<file path="src/rtl/channel_register_file.sv">
// channel_register_file: DEPTH x DATA_W channel record store.
// - One read and one lane-masked write per cycle.
// - A zeroing sweep (INIT) runs after reset or clear, before normal operation (RUN).
// - Read data is registered, so odata is valid one cycle after addr is sampled.
// Optional build macro: CHANNEL_REGISTER_FILE_BYPASS_EN
//   - defined:   a same-address read-during-write returns the merged record (write-first).
//   - undefined: it returns the pre-write stored record (read-first).
module channel_register_file #(
  parameter int DATA_W = 24,
  parameter int DEPTH  = 9,
  parameter int ADDR_W = 4,
  parameter int LANE_W = 8
) (
  input  logic                     clk,
  input  logic                     reset,
  input  logic                     clear,
  input  logic [ADDR_W-1:0]        addr,
  input  logic                     wr,
  input  logic [DATA_W/LANE_W-1:0] wmask,
  input  logic [DATA_W-1:0]        idata,
  output logic [DATA_W-1:0]        odata,
  output logic                     init_busy
);

  localparam int NLANES = DATA_W / LANE_W;
  localparam logic [ADDR_W:0]   DEPTH_L  = (ADDR_W+1)'(DEPTH);
  localparam logic [ADDR_W-1:0] LAST_PTR = ADDR_W'(DEPTH - 1);

  typedef enum logic [0:0] {
    INIT = 1'b0,
    RUN  = 1'b1
  } state_t;

  state_t              state_r;
  state_t              state_nxt_s;
  logic [ADDR_W-1:0]   init_ptr_r;
  logic [ADDR_W-1:0]   init_ptr_nxt_s;
  logic [DATA_W-1:0]   mem_r [DEPTH];
  logic [DATA_W-1:0]   odata_r;
  logic                init_busy_r;

  logic                addr_ok_s;
  logic [ADDR_W-1:0]   rd_idx_s;
  logic [DATA_W-1:0]   stored_s;
  logic [DATA_W-1:0]   merged_s;
  logic [DATA_W-1:0]   rd_data_s;
  logic                wr_en_s;
  logic [ADDR_W-1:0]   wr_idx_s;
  logic [DATA_W-1:0]   wr_data_s;

  // Replace the lanes selected by mask with the matching lanes of new_rec.
  function automatic logic [DATA_W-1:0] lane_merge(
    input logic [DATA_W-1:0] old_rec,
    input logic [DATA_W-1:0] new_rec,
    input logic [NLANES-1:0] mask
  );
    logic [DATA_W-1:0] res;
    res = old_rec;
    for (int i = 0; i < NLANES; i++) begin
      if (mask[i]) begin
        res[i*LANE_W +: LANE_W] = new_rec[i*LANE_W +: LANE_W];
      end else begin
        res[i*LANE_W +: LANE_W] = old_rec[i*LANE_W +: LANE_W];
      end
    end
    return res;
  endfunction

  // Out-of-range addresses are redirected to record 0 so the array is never indexed past DEPTH.
  assign addr_ok_s = ({1'b0, addr} < DEPTH_L);
  assign rd_idx_s  = addr_ok_s ? addr : {ADDR_W{1'b0}};
  assign stored_s  = mem_r[rd_idx_s];
  assign merged_s  = lane_merge(stored_s, idata, wmask);

  // Sequencing: the sweep pointer and the next state, plus the single array write port.
  always_comb begin
    state_nxt_s    = state_r;
    init_ptr_nxt_s = init_ptr_r;
    wr_en_s        = 1'b0;
    wr_idx_s       = init_ptr_r;
    wr_data_s      = {DATA_W{1'b0}};
    case (state_r)
      INIT: begin
        // The sweep owns the write port; user writes are ignored.
        wr_en_s   = 1'b1;
        wr_idx_s  = init_ptr_r;
        wr_data_s = {DATA_W{1'b0}};
        if (clear) begin
          init_ptr_nxt_s = {ADDR_W{1'b0}};
        end else if (init_ptr_r == LAST_PTR) begin
          state_nxt_s    = RUN;
          init_ptr_nxt_s = {ADDR_W{1'b0}};
        end else begin
          init_ptr_nxt_s = init_ptr_r + {{(ADDR_W-1){1'b0}}, 1'b1};
        end
      end
      RUN: begin
        if (clear) begin
          // The write arriving with clear is dropped.
          state_nxt_s    = INIT;
          init_ptr_nxt_s = {ADDR_W{1'b0}};
        end else if (wr && addr_ok_s) begin
          wr_en_s   = 1'b1;
          wr_idx_s  = addr;
          wr_data_s = merged_s;
        end else begin
          wr_en_s = 1'b0;
        end
      end
      default: begin
        state_nxt_s    = INIT;
        init_ptr_nxt_s = {ADDR_W{1'b0}};
      end
    endcase
  end

  // Read data for the RUN state; the same-address collision policy depends on the build macro.
  always_comb begin
    rd_data_s = {DATA_W{1'b0}};
    if (!addr_ok_s) begin
      rd_data_s = {DATA_W{1'b0}};
`ifdef CHANNEL_REGISTER_FILE_BYPASS_EN
    end else if (wr && !clear) begin
      rd_data_s = merged_s;
`endif
    end else begin
      rd_data_s = stored_s;
    end
  end

  // State register and sweep pointer; reset restarts the sweep.
  always_ff @(posedge clk) begin
    if (reset) begin
      state_r    <= INIT;
      init_ptr_r <= {ADDR_W{1'b0}};
    end else begin
      state_r    <= state_nxt_s;
      init_ptr_r <= init_ptr_nxt_s;
    end
  end

  // Record array write port; no writes occur while reset is asserted.
  always_ff @(posedge clk) begin
    if (!reset && wr_en_s) begin
      mem_r[wr_idx_s] <= wr_data_s;
    end
  end

  // Registered outputs: odata holds 0 throughout the sweep; busy follows the next state.
  always_ff @(posedge clk) begin
    if (reset) begin
      odata_r     <= {DATA_W{1'b0}};
      init_busy_r <= 1'b1;
    end else begin
      init_busy_r <= (state_nxt_s == INIT);
      if ((state_r == INIT) || clear) begin
        odata_r <= {DATA_W{1'b0}};
      end else begin
        odata_r <= rd_data_s;
      end
    end
  end

  assign odata     = odata_r;
  assign init_busy = init_busy_r;

endmodule

</file>
<file path="config.mk">
export PLATFORM = sky130hd
export DESIGN_NAME = channel_register_file
export DESIGN_NICKNAME = d
export VERILOG_FILES = /design/src/rtl/channel_register_file.sv
export SDC_FILE = /design/constraint.sdc
export NUM_CORES = 1
export LEC_CHECK = 0
export CAP_MARGIN = 20
export CORE_MARGIN = 2
export CORE_UTILIZATION = 59
export CTS_CLUSTER_SIZE = 24
export DETAILED_ROUTE_END_ITERATION = 6
export GPL_ROUTABILITY_DRIVEN = 0
export PLACE_DENSITY = 0.88
export SYNTH_ARGS = -nofsm -noshare
export SYNTH_HDL_FRONTEND = slang
export SYNTH_SLANG_ARGS = --single-unit
</file>
<file path="constraint.sdc">
create_clock -name clk -period 4.7 [get_ports clk]
set_clock_uncertainty 0.2 [all_clocks]
set_input_delay 0.94 -clock clk [delete_from_list [all_inputs] [get_ports clk]]
set_output_delay 0.94 -clock clk [all_outputs]
set_load 0.01 [all_outputs]
</file>
==> results_dict.tcl <==
set metrics [dict create \
    status "finished, final reports clean" \
    antenna_left 0 \
    fmax_ghz 0.2808 \
    core_area_sq_mm 0.01664 \
    fin_crit_sh_pct 75.77 \
    dieArea_sq_mm 0.01811 \
    worstSetupPathType "in2reg" \
    die_h_um 134.6 \
    cap_violations 0 \
    grt_overflow 0 \
    clk_pin_slew_worst_paths_ns 0.06 \
    clock_sink_count 246 \
    synth_cell_types 48 \
    fin_nets 759 \
    seq_area_frac_synth_pct 70.44 \
    numCtsBuffers 25 \
    synth-main-ff-cell "edfxtp_1" \
    drive_gt1_share_pct 16.89 \
    path_max_fanout 19 \
    setup_viol 0 \
    cts_root_buf "clkbuf_16" \
    post-place-ws_ns 0.7433 \
    startpoint_type "input pin" \
    cts_tree "done" \
    powerDensity_mw_per_mm2 388.7 \
    chipWidth_um 134.6 \
    regArea_sq_mm 0.007087 \
    synthCells 647 \
    drc 0 \
    setup_tns_ns 0 \
    worstPathArrival_ns 3.56 \
    fin_ws_ns 1.139 \
    fin_area_sq_mm 0.01179 \
    antenna_found_initial 0 \
    pin_count 60 \
    crit_path_start "addr[2]" \
    ctsHoldBuffers 0 \
    netlist_top_cells_area "edfxtp_1 64%, dfxtp_1 6.0%, mux4_2 4.9%, mux2i_1 4.1%, o22ai_1 2.4%" \
    power_mw 4.585 \
    critPathRequiredTime_ns 4.70 \
    mostFrequentLayoutCell "edfxtp_1" \
    hp-start "init_ptr_r[2]$_SDFFE_PP0P_" \
    first_pass_iters 7 \
    grt_pass1_wl_um 36620 \
    yosysTopAreaCell "edfxtp_1" \
    synth.net_count 684 \
    hp-class "reg2reg" \
    rsz0062_at_grt "no" \
    rows 47 \
    worstMarginPinSlew_ns 0.9466 \
    synth_warnings 0 \
    synth_area_sq_mm 0.01006 \
    vias 6282 \
    grt_pass1_vias 6515 \
    cts-resized-gates 0 \
    synth_top_area_share_pct 64.47 \
    whs_path_depth 2 \
    grt_max_degree 58 \
    final_cell_mix "216 x edfxtp_1, 57 x clkdlybuf4s50_1, 41 x mux2i_1" \
    clock_latency_ns 0.52 \
    wire_per_inst_um 24.64 \
    reg2reg_from "state_r$_SDFF_PP0_" \
    multi_input_area_sq_mm 0.002728 \
    ys_ff_latch 246 \
    postCtsSetupRepairBufs 0 \
    placement.cell_area_sq_mm 0.01097 \
    io_buffers 59 \
    report.final.slew_viol_count 0 \
    relSlewSlack_pct 36.69 \
    dp_hpwl_um 14270 \
    start_util_pct 60.45 \
    end_kind "flop" \
    rr_worst_depth 4 \
    async_reset_ff_share_pct 0 \
    ir_drop_v 0.0002895 \
    finalHoldViolations 0 \
    clockBufferDepth 3 \
    vias_per_cell 6.544 \
    fill_cells 970 \
    drt_iter0_drc 809 \
    antenna_cells 0 \
    min_period_ns 3.561 \
    track_usage_pct 26.68 \
    syn-mean-instance-area_sq_um 15.55 \
    synth_edf_count 216 \
    htreeDepth 1 \
    rrSetupSlack_ns 2.03 \
    leakage_nw 4.285 \
    area_delta_synth_final_pct 17.22 \
    routed_wl_um 23660 \
]
==> path summary, 6_finish.rpt <==
kind                                              endpoint
worst max-delay path                mem_r[3][18]$_DFFE_PP_
worst max register to register      mem_r[3][18]$_DFFE_PP_
worst min register to register  init_ptr_r[3]$_SDFFE_PP0P_
worst min-delay path            init_ptr_r[3]$_SDFFE_PP0P_
==> state kept, by name, summed over array words and instances, names as in the netlist <==
name and count:
state_r 1, init_ptr_r 4, mem_r 216, init_busy 1, odata 24
==> power breakdown <==
part	internal, mW	switching (mW)
combinational	0.0952	0.131
sequential	2.37	0.00984
clock	1.17	0.808
==> worst max-delay path, cell delays in order <==
cell and delay [ns]:
clkdlybuf4s50_1 0.53, buf_4 0.26, o31ai_2 0.31, nand3_1 0.21, buf_4 0.28, or3_1 0.37
o22ai_1 0.65
==> Yosys cell counts, types with 11 or more instances <==
cell and n:
a211oi_1 14, a211oi_2 11, buf_2 17, clkbuf_1 18, dfxtp_1 30, edfxtp_1 216
mux2i_1 41, mux4_2 22, nand2_1 27, nor2_1 49, nor3_1 21, o21a_1 22
o22ai_1 38, or3_1 20
==> cells by family (layout without fill, tap and decap cells) <==
group,count (synthesis),in the layout,synth area share (%)
AOI/OAI and AO/OA,125,125,9.364
adders and majority gates,2,2,0.2487
buffers and inverters,54,147,2.711
DFF,246,246,70.44
muxes,66,66,9.340
and+or+nand+nor,154,154,7.897
==> metal layers <==
metal	wire length (um)	up-vias	track usage, %
met5	0	-	0
met4	798	0	10.99
met3	2383	76	4.429
met2	11690	471	43.82
met1	8788	3039	36.03
li1	-	2696	-
==> through the flow <==
stage               utilization (%)  hold WS [ns]  cells
floorplan                         -        0.3063    647
global placement              65.92        0.3404    915
detailed placement            65.92        0.3602    915
CTS                           70.87        0.3729    960
global route                  70.87        0.3949    960
finish                        70.87        0.3795    960
==> area by class of cell <==
| type | instances | share of cell area (%) |
|---|---|---|
| multi-input cells | 347 | 23.13 |
| clock inverters | 15 | 1.347 |
| inverters | 10 | 0.3183 |
| flip-flops and latches | 246 | 60.09 |
| clock buffers | 30 | 5.633 |
| repair buffers | 92 | 7.150 |
| well taps | 220 | 2.334 |
No activity file was read; power rests on OpenSTA's default activity.
